--- config.mk ---
export PLATFORM = sky130hd
export DESIGN_NAME = match_scan_ctrl_flat
export DESIGN_NICKNAME = d
export VERILOG_FILES = /design/src/rtl/match_scan_ctrl_if.sv /design/src/rtl/match_scan_ctrl.sv /design/src/flat_wrapper.sv
export SDC_FILE = /design/constraint.sdc
export NUM_CORES = 1
export LEC_CHECK = 0
export CAP_MARGIN = 20
export CORE_UTILIZATION = 40
export CTS_BUF_LIST = sky130_fd_sc_hd__clkbuf_8
export DETAILED_ROUTE_END_ITERATION = 8
export GPL_ROUTABILITY_DRIVEN = 1
export PLACE_DENSITY = 0.63
export SLEW_MARGIN = 20
export SYNTH_ARGS = -nofsm -noshare
export SYNTH_HDL_FRONTEND = slang
export SYNTH_SLANG_ARGS = --single-unit
--- constraint.sdc ---
create_clock -name clk -period 6.6 [get_ports clk]
set_input_delay 0.99 -clock clk [delete_from_list [all_inputs] [get_ports clk]]
set_output_delay 0.99 -clock clk [all_outputs]
set_load 0.02 [all_outputs]
--- src/rtl/match_scan_ctrl_if.sv ---
// Control/handshake bundle between the host, match_scan_ctrl and the matching datapath.
// MATCH_SCAN_STALL_EN adds the stall input.
interface match_scan_ctrl_if;
  logic       start;
  logic       busy;
  logic       done;
  logic [6:0] vector_xf;
  logic [6:0] vector_xg;
  logic [3:0] vector_y;
  logic [6:0] pix_x;
  logic [3:0] pix_y;
  logic       startsig;
  logic       work;
  logic       valid;
  logic       finalstart;
  logic       update;
`ifdef MATCH_SCAN_STALL_EN
  logic       stall;

  modport master (
    output start, stall,
    input  busy, done, vector_xf, vector_xg, vector_y, pix_x, pix_y,
           startsig, work, valid, finalstart, update
  );

  modport slave (
    input  start, stall,
    output busy, done, vector_xf, vector_xg, vector_y, pix_x, pix_y,
           startsig, work, valid, finalstart, update
  );
`else
  modport master (
    output start,
    input  busy, done, vector_xf, vector_xg, vector_y, pix_x, pix_y,
           startsig, work, valid, finalstart, update
  );

  modport slave (
    input  start,
    output busy, done, vector_xf, vector_xg, vector_y, pix_x, pix_y,
           startsig, work, valid, finalstart, update
  );
`endif
endinterface

--- src/rtl/match_scan_ctrl.sv ---
// Stereo-match sequencer: raster-walks output pixels and scans the correlation window per pixel.
// Optional MATCH_SCAN_STALL_EN: stall input freezes the scan/drain phases.
module match_scan_ctrl #(
  parameter int IMG_W     = 100,
  parameter int IMG_H     = 16,
  parameter int WIN_W     = 5,
  parameter int WIN_H     = 5,
  parameter int NUM_UNITS = 16,
  parameter int MEM_LAT   = 1,
  parameter int TREE_LAT  = 4
) (
  input logic              clk,
  input logic              rst_n,
  match_scan_ctrl_if.slave bus
);

  localparam int C_CNT = WIN_W + NUM_UNITS - 1;
  localparam int CW    = (C_CNT > 1) ? $clog2(C_CNT) : 1;
  localparam int RW    = (WIN_H > 1) ? $clog2(WIN_H) : 1;
  localparam int TMAX  = (MEM_LAT > TREE_LAT) ? MEM_LAT : TREE_LAT;
  localparam int TW    = (TMAX > 1) ? $clog2(TMAX) : 1;

  localparam logic [CW-1:0] C_LAST = CW'(C_CNT - 1);
  localparam logic [RW-1:0] R_LAST = RW'(WIN_H - 1);
  localparam logic [6:0]    X_LAST = 7'(IMG_W - WIN_W - NUM_UNITS + 1);
  localparam logic [3:0]    Y_LAST = 4'(IMG_H - WIN_H);

  localparam logic [2:0] S_IDLE  = 3'd0;
  localparam logic [2:0] S_START = 3'd1;
  localparam logic [2:0] S_SCAN  = 3'd2;
  localparam logic [2:0] S_DRAIN = 3'd3;
  localparam logic [2:0] S_FINAL = 3'd4;
  localparam logic [2:0] S_TREE  = 3'd5;
  localparam logic [2:0] S_UPD   = 3'd6;
  localparam logic [2:0] S_DONE  = 3'd7;

  if (IMG_W < WIN_W + NUM_UNITS - 1 || IMG_H < WIN_H || MEM_LAT < 0 || TREE_LAT < 0 ||
      IMG_W > 128 || IMG_H > 16) begin : g_bad_params
    $error("match_scan_ctrl: illegal parameter combination");
  end

  logic [2:0]    state;
  logic [CW-1:0] col;
  logic [RW-1:0] row;
  logic [TW-1:0] tcnt;
  logic [6:0]    px;
  logic [3:0]    py;
  logic [6:0]    xf_q;
  logic [6:0]    xg_q;
  logic [3:0]    y_q;

  logic          stall_i;
  logic          freeze;
  logic          col_last;
  logic          cell_last;
  logic [CW-1:0] col_adv;
  logic [RW-1:0] row_adv;
  logic [CW-1:0] a_col;
  logic [RW-1:0] a_row;
  logic          load_addr;
  logic          raw_work;
  logic          raw_valid;
  logic          work_d;
  logic          valid_d;

`ifdef MATCH_SCAN_STALL_EN
  assign stall_i = bus.stall;
`else
  assign stall_i = 1'b0;
`endif

  assign freeze    = stall_i && (state == S_SCAN || state == S_DRAIN);
  assign col_last  = (col == C_LAST);
  assign cell_last = col_last && (row == R_LAST);
  assign col_adv   = col_last ? '0 : col + 1'b1;
  assign row_adv   = col_last ? ((row == R_LAST) ? '0 : row + 1'b1) : row;

  // Address registers present the cell being scanned in the same cycle as raw work,
  // so they are loaded with the upcoming cell (cell 0,0 when leaving START).
  assign a_col     = (state == S_START) ? col : col_adv;
  assign a_row     = (state == S_START) ? row : row_adv;
  assign load_addr = (state == S_START) || (state == S_SCAN && !freeze && !cell_last);

  always_ff @(posedge clk or negedge rst_n) begin
    if (!rst_n) begin
      state <= S_IDLE;
      col   <= '0;
      row   <= '0;
      tcnt  <= '0;
      px    <= '0;
      py    <= '0;
      xf_q  <= '0;
      xg_q  <= '0;
      y_q   <= '0;
    end else begin
      case (state)
        S_IDLE:  if (bus.start) state <= S_START;
        S_START: state <= S_SCAN;
        S_SCAN: begin
          if (!freeze) begin
            col <= col_adv;
            row <= row_adv;
            if (cell_last) state <= (MEM_LAT == 0) ? S_FINAL : S_DRAIN;
          end
        end
        S_DRAIN: begin
          if (!freeze) begin
            if (tcnt == TW'(MEM_LAT - 1)) begin
              tcnt  <= '0;
              state <= S_FINAL;
            end else begin
              tcnt <= tcnt + 1'b1;
            end
          end
        end
        S_FINAL: state <= (TREE_LAT == 0) ? S_UPD : S_TREE;
        S_TREE: begin
          if (tcnt == TW'(TREE_LAT - 1)) begin
            tcnt  <= '0;
            state <= S_UPD;
          end else begin
            tcnt <= tcnt + 1'b1;
          end
        end
        S_UPD: begin
          if (px == X_LAST) begin
            px <= '0;
            if (py == Y_LAST) begin
              py    <= '0;
              state <= S_DONE;
            end else begin
              py    <= py + 1'b1;
              state <= S_START;
            end
          end else begin
            px    <= px + 1'b1;
            state <= S_START;
          end
        end
        S_DONE:  state <= S_IDLE;
        default: state <= S_IDLE;
      endcase

      if (load_addr) begin
        xf_q <= px + 7'(a_col);
        xg_q <= px + ((32'(a_col) >= 32'(WIN_W - 1)) ? 7'(WIN_W - 1) : 7'(a_col));
        y_q  <= py + 4'(a_row);
      end
    end
  end

  assign raw_work  = (state == S_SCAN);
  assign raw_valid = raw_work && (32'(col) < 32'(WIN_W));

  if (MEM_LAT == 0) begin : g_nodly
    assign work_d  = raw_work;
    assign valid_d = raw_valid;
  end else begin : g_dly
    logic [MEM_LAT-1:0] work_sr;
    logic [MEM_LAT-1:0] valid_sr;

    always_ff @(posedge clk or negedge rst_n) begin
      if (!rst_n) begin
        work_sr  <= '0;
        valid_sr <= '0;
      end else if (!freeze) begin
        work_sr[0]  <= raw_work;
        valid_sr[0] <= raw_valid;
        for (int unsigned i = 1; i < MEM_LAT; i++) begin
          work_sr[i]  <= work_sr[i-1];
          valid_sr[i] <= valid_sr[i-1];
        end
      end
    end

    assign work_d  = work_sr[MEM_LAT-1];
    assign valid_d = valid_sr[MEM_LAT-1];
  end

  assign bus.busy       = (state != S_IDLE);
  assign bus.done       = (state == S_DONE);
  assign bus.startsig   = (state == S_START);
  assign bus.finalstart = (state == S_FINAL);
  assign bus.update     = (state == S_UPD);
  assign bus.work       = work_d && !freeze;
  assign bus.valid      = valid_d && !freeze;
  assign bus.vector_xf  = xf_q;
  assign bus.vector_xg  = xg_q;
  assign bus.vector_y   = y_q;
  assign bus.pix_x      = px;
  assign bus.pix_y      = py;

endmodule

--- src/flat_wrapper.sv ---
// flat-port wrapper written by rule: the top's interface ports become plain ports
module match_scan_ctrl_flat 
#(
  parameter int IMG_W     = 100,
  parameter int IMG_H     = 16,
  parameter int WIN_W     = 5,
  parameter int WIN_H     = 5,
  parameter int NUM_UNITS = 16,
  parameter int MEM_LAT   = 1,
  parameter int TREE_LAT  = 4
)
  (clk, rst_n, bus_start, bus_busy, bus_done, bus_vector_xf, bus_vector_xg, bus_vector_y, bus_pix_x, bus_pix_y, bus_startsig, bus_work, bus_valid, bus_finalstart, bus_update);
  match_scan_ctrl_if bus_i ();
  input logic clk;
  input logic rst_n;
  input wire logic [$bits(bus_i.start)-1:0] bus_start;
  output wire logic [$bits(bus_i.busy)-1:0] bus_busy;
  output wire logic [$bits(bus_i.done)-1:0] bus_done;
  output wire logic [$bits(bus_i.vector_xf)-1:0] bus_vector_xf;
  output wire logic [$bits(bus_i.vector_xg)-1:0] bus_vector_xg;
  output wire logic [$bits(bus_i.vector_y)-1:0] bus_vector_y;
  output wire logic [$bits(bus_i.pix_x)-1:0] bus_pix_x;
  output wire logic [$bits(bus_i.pix_y)-1:0] bus_pix_y;
  output wire logic [$bits(bus_i.startsig)-1:0] bus_startsig;
  output wire logic [$bits(bus_i.work)-1:0] bus_work;
  output wire logic [$bits(bus_i.valid)-1:0] bus_valid;
  output wire logic [$bits(bus_i.finalstart)-1:0] bus_finalstart;
  output wire logic [$bits(bus_i.update)-1:0] bus_update;
  assign bus_i.start = bus_start;
  assign bus_busy = bus_i.busy;
  assign bus_done = bus_i.done;
  assign bus_vector_xf = bus_i.vector_xf;
  assign bus_vector_xg = bus_i.vector_xg;
  assign bus_vector_y = bus_i.vector_y;
  assign bus_pix_x = bus_i.pix_x;
  assign bus_pix_y = bus_i.pix_y;
  assign bus_startsig = bus_i.startsig;
  assign bus_work = bus_i.work;
  assign bus_valid = bus_i.valid;
  assign bus_finalstart = bus_i.finalstart;
  assign bus_update = bus_i.update;
  match_scan_ctrl #(.IMG_W(IMG_W), .IMG_H(IMG_H), .WIN_W(WIN_W), .WIN_H(WIN_H), .NUM_UNITS(NUM_UNITS), .MEM_LAT(MEM_LAT), .TREE_LAT(TREE_LAT)) u_core (.clk(clk), .rst_n(rst_n), .bus(bus_i));
endmodule
# ---- After elaboration in Yosys (flattened, before gate mapping)
# Index checks and enable logic that the tools add are counted.
dict set report totals {
  regBits 44
  wordCells 66
  inputBits 3
  latch_bits 0
  mem_bits_ro 0
  n_memories 0
  ramBits 0
}
dict set report op_classes {
  magnitude_cmp 2
  n_eq_ne 16
  muxes 18
  n_div 0
  bitwise_logic 0
  shifts 0
  multipliers 0
  n_reduce_logical 11
  n_addsub 8
}
# op n
set ops {}
lappend ops {{3-bit two-way mux} 9}
lappend ops {{3-bit one-hot mux with 8 select lines} 1}
lappend ops {{3-bit equality test, second input constant} 5}
lappend ops {{5-bit two-way mux} 3}
lappend ops {{7-bit by 1-bit adder with 7-bit output, second input constant} 1}
lappend ops {{7-bit by 5-bit adder with 7-bit output} 1}
lappend ops {{7-bit adder} 1}
lappend ops {{7-bit equality test, second input constant} 1}
lappend ops {{7-bit two-way mux} 1}
lappend ops {{3-bit by 2-bit equality test with 1-bit output, second input constant} 2}
lappend ops {{5-bit by 1-bit adder with 5-bit output, second input constant} 1}
lappend ops {{5-bit equality test, second input constant} 1}
lappend ops {{5-bit by 3-bit >= comparator with 1-bit output, second input constant} 1}
lappend ops {{5-bit by 3-bit less-than comparator with 1-bit output, second input constant} 1}
lappend ops {{4-bit by 1-bit adder with 4-bit output, second input constant} 1}
lappend ops {{4-bit by 3-bit adder with 4-bit output} 1}
lappend ops {{4-bit equality test, second input constant} 1}
lappend ops {{2-bit two-way mux} 2}
lappend ops {{4-bit two-way mux} 1}
lappend ops {{2-bit by 1-bit != test with 1-bit output, second input constant} 2}
lappend ops {{2-bit != test, second input constant} 2}
lappend ops {{2-bit one-hot mux with 2 select lines} 1}
lappend ops {{4-bit AND reduction} 1}
lappend ops {{3-bit by 1-bit adder with 3-bit output, second input constant} 1}
lappend ops {{other kinds (11)} 13}

# ---- Depth between registers and ports, before layout
dict set report depth {
  word_depth 6
  ltp_mapped 14
}

# ---- Worst setup path after synthesis
# No wires, ideal clock.
dict set report synth_timing {
  path_kind {register to register}
  startpoint {reg u_core.col[2]}
  endpoint {reg u_core.xg_q[6] (netlist: u_core.bus.vector_xg[6])}
  arrival_time_ns 2.413
  required_time_ns 6.517
  path_slack_ns 4.105
  path_stages_with_launch 15
  setup_time_ns 0.083
  cell_sequence {dfrtp_1 buf_4 nand2b_2 nor3b_4 nor3_1 a21o_1 nor2b_1 ha_1 inv_1 fa_1 inv_1 a21o_1 a41o_1 xnor2_1 o21ai_0}
}
dict set report synth_via {
  elab_chain_cells 6
  elab_cells_between_ends 11
  cone_classes {add/sub (2); order compare (1); eq/ne (1); mux (3); reduce/logical (4)}
}
# item line
set synth_rtl {}
lappend synth_rtl {{start: declaration} match_scan_ctrl.sv:43} ;# logic [CW-1:0] col;
lappend synth_rtl {{start signal: assignment} match_scan_ctrl.sv:101} ;# col <= col_adv;
lappend synth_rtl {{5-bit by 1-bit adder with 5-bit output / 5-bit equality test (equally long branches)} {match_scan_ctrl.sv:75, match_scan_ctrl.sv:73}}
lappend synth_rtl {{5-bit two-way mux} match_scan_ctrl.sv:75} ;# assign col_adv = col_last ? '0 : col + 1'b1;
lappend synth_rtl {{5-bit two-way mux} match_scan_ctrl.sv:80} ;# assign a_col = (state == S_START) ? col : col_adv;
lappend synth_rtl {{5-bit by 3-bit >= comparator with 1-bit output} match_scan_ctrl.sv:146} ;# xg_q <= px + ((32'(a_col) >= 32'(WIN_W - 1)) ? 7'(WIN_W - 1) : 7'(a_col));
lappend synth_rtl {{5-bit two-way mux} match_scan_ctrl.sv:146}
lappend synth_rtl {{7-bit adder} match_scan_ctrl.sv:146}
lappend synth_rtl {{end signal: assignment} match_scan_ctrl.sv:146}
lappend synth_rtl {{end: declaration} match_scan_ctrl.sv:49} ;# logic [6:0] xg_q;
# Parallel ways exist; a longest one is shown, timed or not.
# A chain may end at the register's enable or synchronous reset.

# ---- Worst setup path in the final report
dict set report layout_timing {
  startpoint {reg u_core.state[1]}
  endpoint {out bus_update}
}
dict set report layout_via {
  elab_chain_cells 1
}
# item line
set layout_rtl {}
lappend layout_rtl {{start: declaration} match_scan_ctrl.sv:42} ;# logic [2:0] state;
lappend layout_rtl {{start signal: assignment} match_scan_ctrl.sv:103} ;# if (cell_last) state <= (MEM_LAT == 0) ? S_FINAL : S_DRAIN;
lappend layout_rtl {{start signal: assignment} match_scan_ctrl.sv:116} ;# S_FINAL: state <= (TREE_LAT == 0) ? S_UPD : S_TREE;
lappend layout_rtl {{3-bit equality test} match_scan_ctrl.sv:184} ;# assign bus.update = (state == S_UPD);
lappend layout_rtl {{end: declaration} flat_wrapper.sv:28} ;# output wire logic [$bits(bus_i.update)-1:0] bus_update;
# No other way between the ends.

==> impl_metrics.py <==
metrics = {
    "outcome": {
        "status": "finished clean",
    },
    "die": {
        "dieArea_um2": 7470,
        "row_count": 30,
        "chipWidth_um": 86.5,
        "dieHeight_um": 86.5,
        "pin_count": 39,
        "initial_core_util_pct": 41.8,
        "fp.coreArea_um2": 6830,
    },
    "logic_synthesis": {
        "synth-edff-count": 0,
        "syn_area_per_cell_um2": 9.38,
        "synth-async-reset-ratio_pct": 100,
        "yosys_warnings": 0,
        "syn-cell-area_um2": 2850,
        "syn_inst": 304,
        "synth_cell_types": 57,
        "seq_area_frac_synth_pct": 38.6,
        "ys.flop_type": "dfrtp_1",
        "synth-seq-cells": 44,
    },
    "global_route": {
        "overflow": 0,
        "grt_pass1_vias": 2176,
        "grt_use_total_pct": 17.0,
        "grt_max_degree": 45,
        "antenna_found_initial": 0,
        "grt_first_pass_wirelength_mm": 10.1,
    },
    "drt": {
        "routed_wl_mm": 5.82,
        "vias": 2228,
        "drt-vias-per-instance": 5.12,
        "drt-pass1-iter-count": 4,
        "wl_per_cell_um": 13.4,
        "drc_errors": 0,
        "ant_nets": 0,
        "drt_iter0_drc": 92,
    },
    "critical_path": {
        "cpMaxStageDelayCell": "clkdlybuf4s50_1",
        "critical_path.max_fanout": 14,
        "crit_chain": "nor2b_2 -> nand2_2 -> inv_2 -> clkdlybuf4s50_1",
        "crit_path_end_kind": "primary output",
        "required_ns": 5.61,
        "rr_worst_depth": 12,
        "crit_type": "reg2out",
        "worst_ep_arrival_time_ns": 2.15,
        "critPathLaunchType": "register",
        "max_stage_delay_ns": 0.63,
    },
    "clocking": {
        "clockBufferDepth": 2,
        "cts_tree": "built",
        "cts.sinks": 44,
        "htreeDepth": 2,
        "ctsHoldBuffers": 0,
        "cts_root_buffer": "clkbuf_8",
        "cts_setup_buffers": 0,
        "clk_pin_slew_worst_paths_ns": 0.09,
        "post_cts_resized": 0,
        "clkLatencyLatePin_ns": 0.30,
        "numCtsBuffers": 5,
    },
    "cells_and_area": {
        "num_antenna_cells": 0,
        "final_nets": 366,
        "post-route-util_pct": 49.3,
        "most-common-layout-cells": "44 x dfrtp_1, 42 x nand2_1, 37 x o21ai_0, 37 x clkdlybuf4s50_1, 22 x ha_1",
        "final_layout_size_suffix_gt1_share_pct": 8.26,
        "final_common_cell": "dfrtp_1",
        "syn_to_final_growth_pct": 18.2,
        "nFillCells": 635,
        "design_area_um2": 3370,
    },
    "power": {
        "p_sw_share_pct": 22.3,
        "seq_power_share_pct": 58.9,
        "max-vdd-ir-drop_v": 0.0000960,
        "clock_power_share_pct": 38.9,
        "pwr-share-comb_pct": 2.2,
        "intPower_uw": 356,
        "cellLeakagePower_uw": 0.00150,
        "switchingPower_uw": 102,
        "cellPowerDensity_nw_per_um2": 136,
    },
    "sta": {
        "fin_crit_sh_pct": 47.6,
        "rsz0062_at_grt": "false",
        "fin_tns_setup_ns": 0,
        "final_hold_viol_count": 0,
        "relSlewSlack_pct": 61.8,
        "setup-violations-final": 0,
        "slew_violations": 0,
        "fin_skew_ns": 0.0100,
        "holdWs_ns": 0.482,
        "min_period_ns": 3.14,
        "max_clock_freq_ghz": 0.318,
        "worst_pin_slew_ns": 0.573,
    },
    "min_path": {
        "hold_path_depth": 2,
        "holdCritPathClass": "reg2reg",
    },
    "flow_run": {
        "maxCapViolations": 0,
    },
    "place": {
        "hpwl_mm": 4.24,
        "place_area_um2": 3270,
        "gp_congestion": 0.844,
        "portBuffers": 38,
    },
}
## worst max-delay path: cells and delay by family, from the launching register on
family | cells | cell delay (ns)
flip-flops | 1 | 0.56
AND/OR/NAND/NOR | 2 | 0.46
buffers and inverters | 2 | 0.82
## cell families (layout without fill, tap and decap cells)
logic type	after synthesis	count (layout)	synth area share, %
AO/OA/AOI/OAI	86	86	18.0
XOR/XNOR	16	16	4.91
adder cells (fa/ha/maj)	25	25	11.8
buffers and inverters	28	62	4.82
flip-flops	44	44	38.6
multiplexers	11	11	4.52
other	1	2	0.131
AND/OR/NAND/NOR	93	93	17.3
## power groups by stage
stage	sequential [µW]	clock, µW	combinational, µW
final	270	178	10.2
after global routing	270	196	12.0
after CTS	270	186	10.7
after detailed placement	276	0	10.8
after global placement	276	0	10.5
after floorplan	276	0	1.76
## final cells by class
cell class / instances / area (µm²) / share of cell area, %
multi-input cells: 233 / 1620 / 48.0
flip-flops and latches: 44 / 1100 / 32.7
repair buffers: 38 / 378 / 11.2
well taps: 96 / 120 / 3.56
clock buffers: 6 / 82.6 / 2.45
inverters: 16 / 60.1 / 1.78
clock inverters: 2 / 11.3 / 0.334
## registers in the layout, summed over array words and instances, names as in the netlist
register	flops
u_core.bus.valid	1
u_core.col	5
u_core.bus.vector_xf	7
u_core.bus.vector_xg	7
u_core.bus.work	1
u_core.tcnt	2
u_core.row	3
u_core.state	3
u_core.bus.pix_x	7
u_core.bus.pix_y	4
u_core.bus.vector_y	4
## through the flow
stage / worst slack [ns] / total power (µW) / cells
after floorplan: 4.10 / 278 / 305
final: 3.46 / 459 / 435
after CTS: 3.45 / 467 / 435
after detailed placement: 3.66 / 286 / 427
after global placement: 3.80 / 286 / 427
after global routing: 3.33 / 478 / 435
## layer usage
layer,up-vias,global-route usage [%],share of wire [%]
li1,1131,-,-
met1,1045,22.6,48
met2,43,28.2,47
met3,9,3.24,3.6
met4,0,5.00,1.2
met5,-,0,0
## path summary, 6_finish.rpt
| path | start | endpoint | slack, ns |
|---|---|---|---|
| max | u_core.state[1] | bus_update | 3.46 |
| min | u_core.bus.vector_xg[1] | u_core.bus.vector_xg[1] | 0.48 |
| max reg2reg | u_core.state[1] | u_core.bus.vector_xg[6] | 3.68 |
| min reg2reg | u_core.bus.vector_xg[1] | u_core.bus.vector_xg[1] | 0.48 |
| max in group asynchronous | rst_n | u_core.bus.pix_x[2] | 5.55 |
| min in group asynchronous | rst_n | u_core.bus.vector_xf[0] | 0.68 |
## synthesized netlist by cell type, drive strengths merged, types with 7 or more instances
library cell  count  share of area, %
nor2             14               1.9
ha               22               9.6
xor2             12               3.7
nand2            43               5.7
a21oi            16               2.8
a21o              7               1.9
nand2b            8               1.8
buf              10               2.5
mux2              9               3.8
o21ai            41               7.2
inv              15               2.0
nand3             9               1.6
dfrtp            44                39
Note: power is estimated with default switching activity, not from simulation.
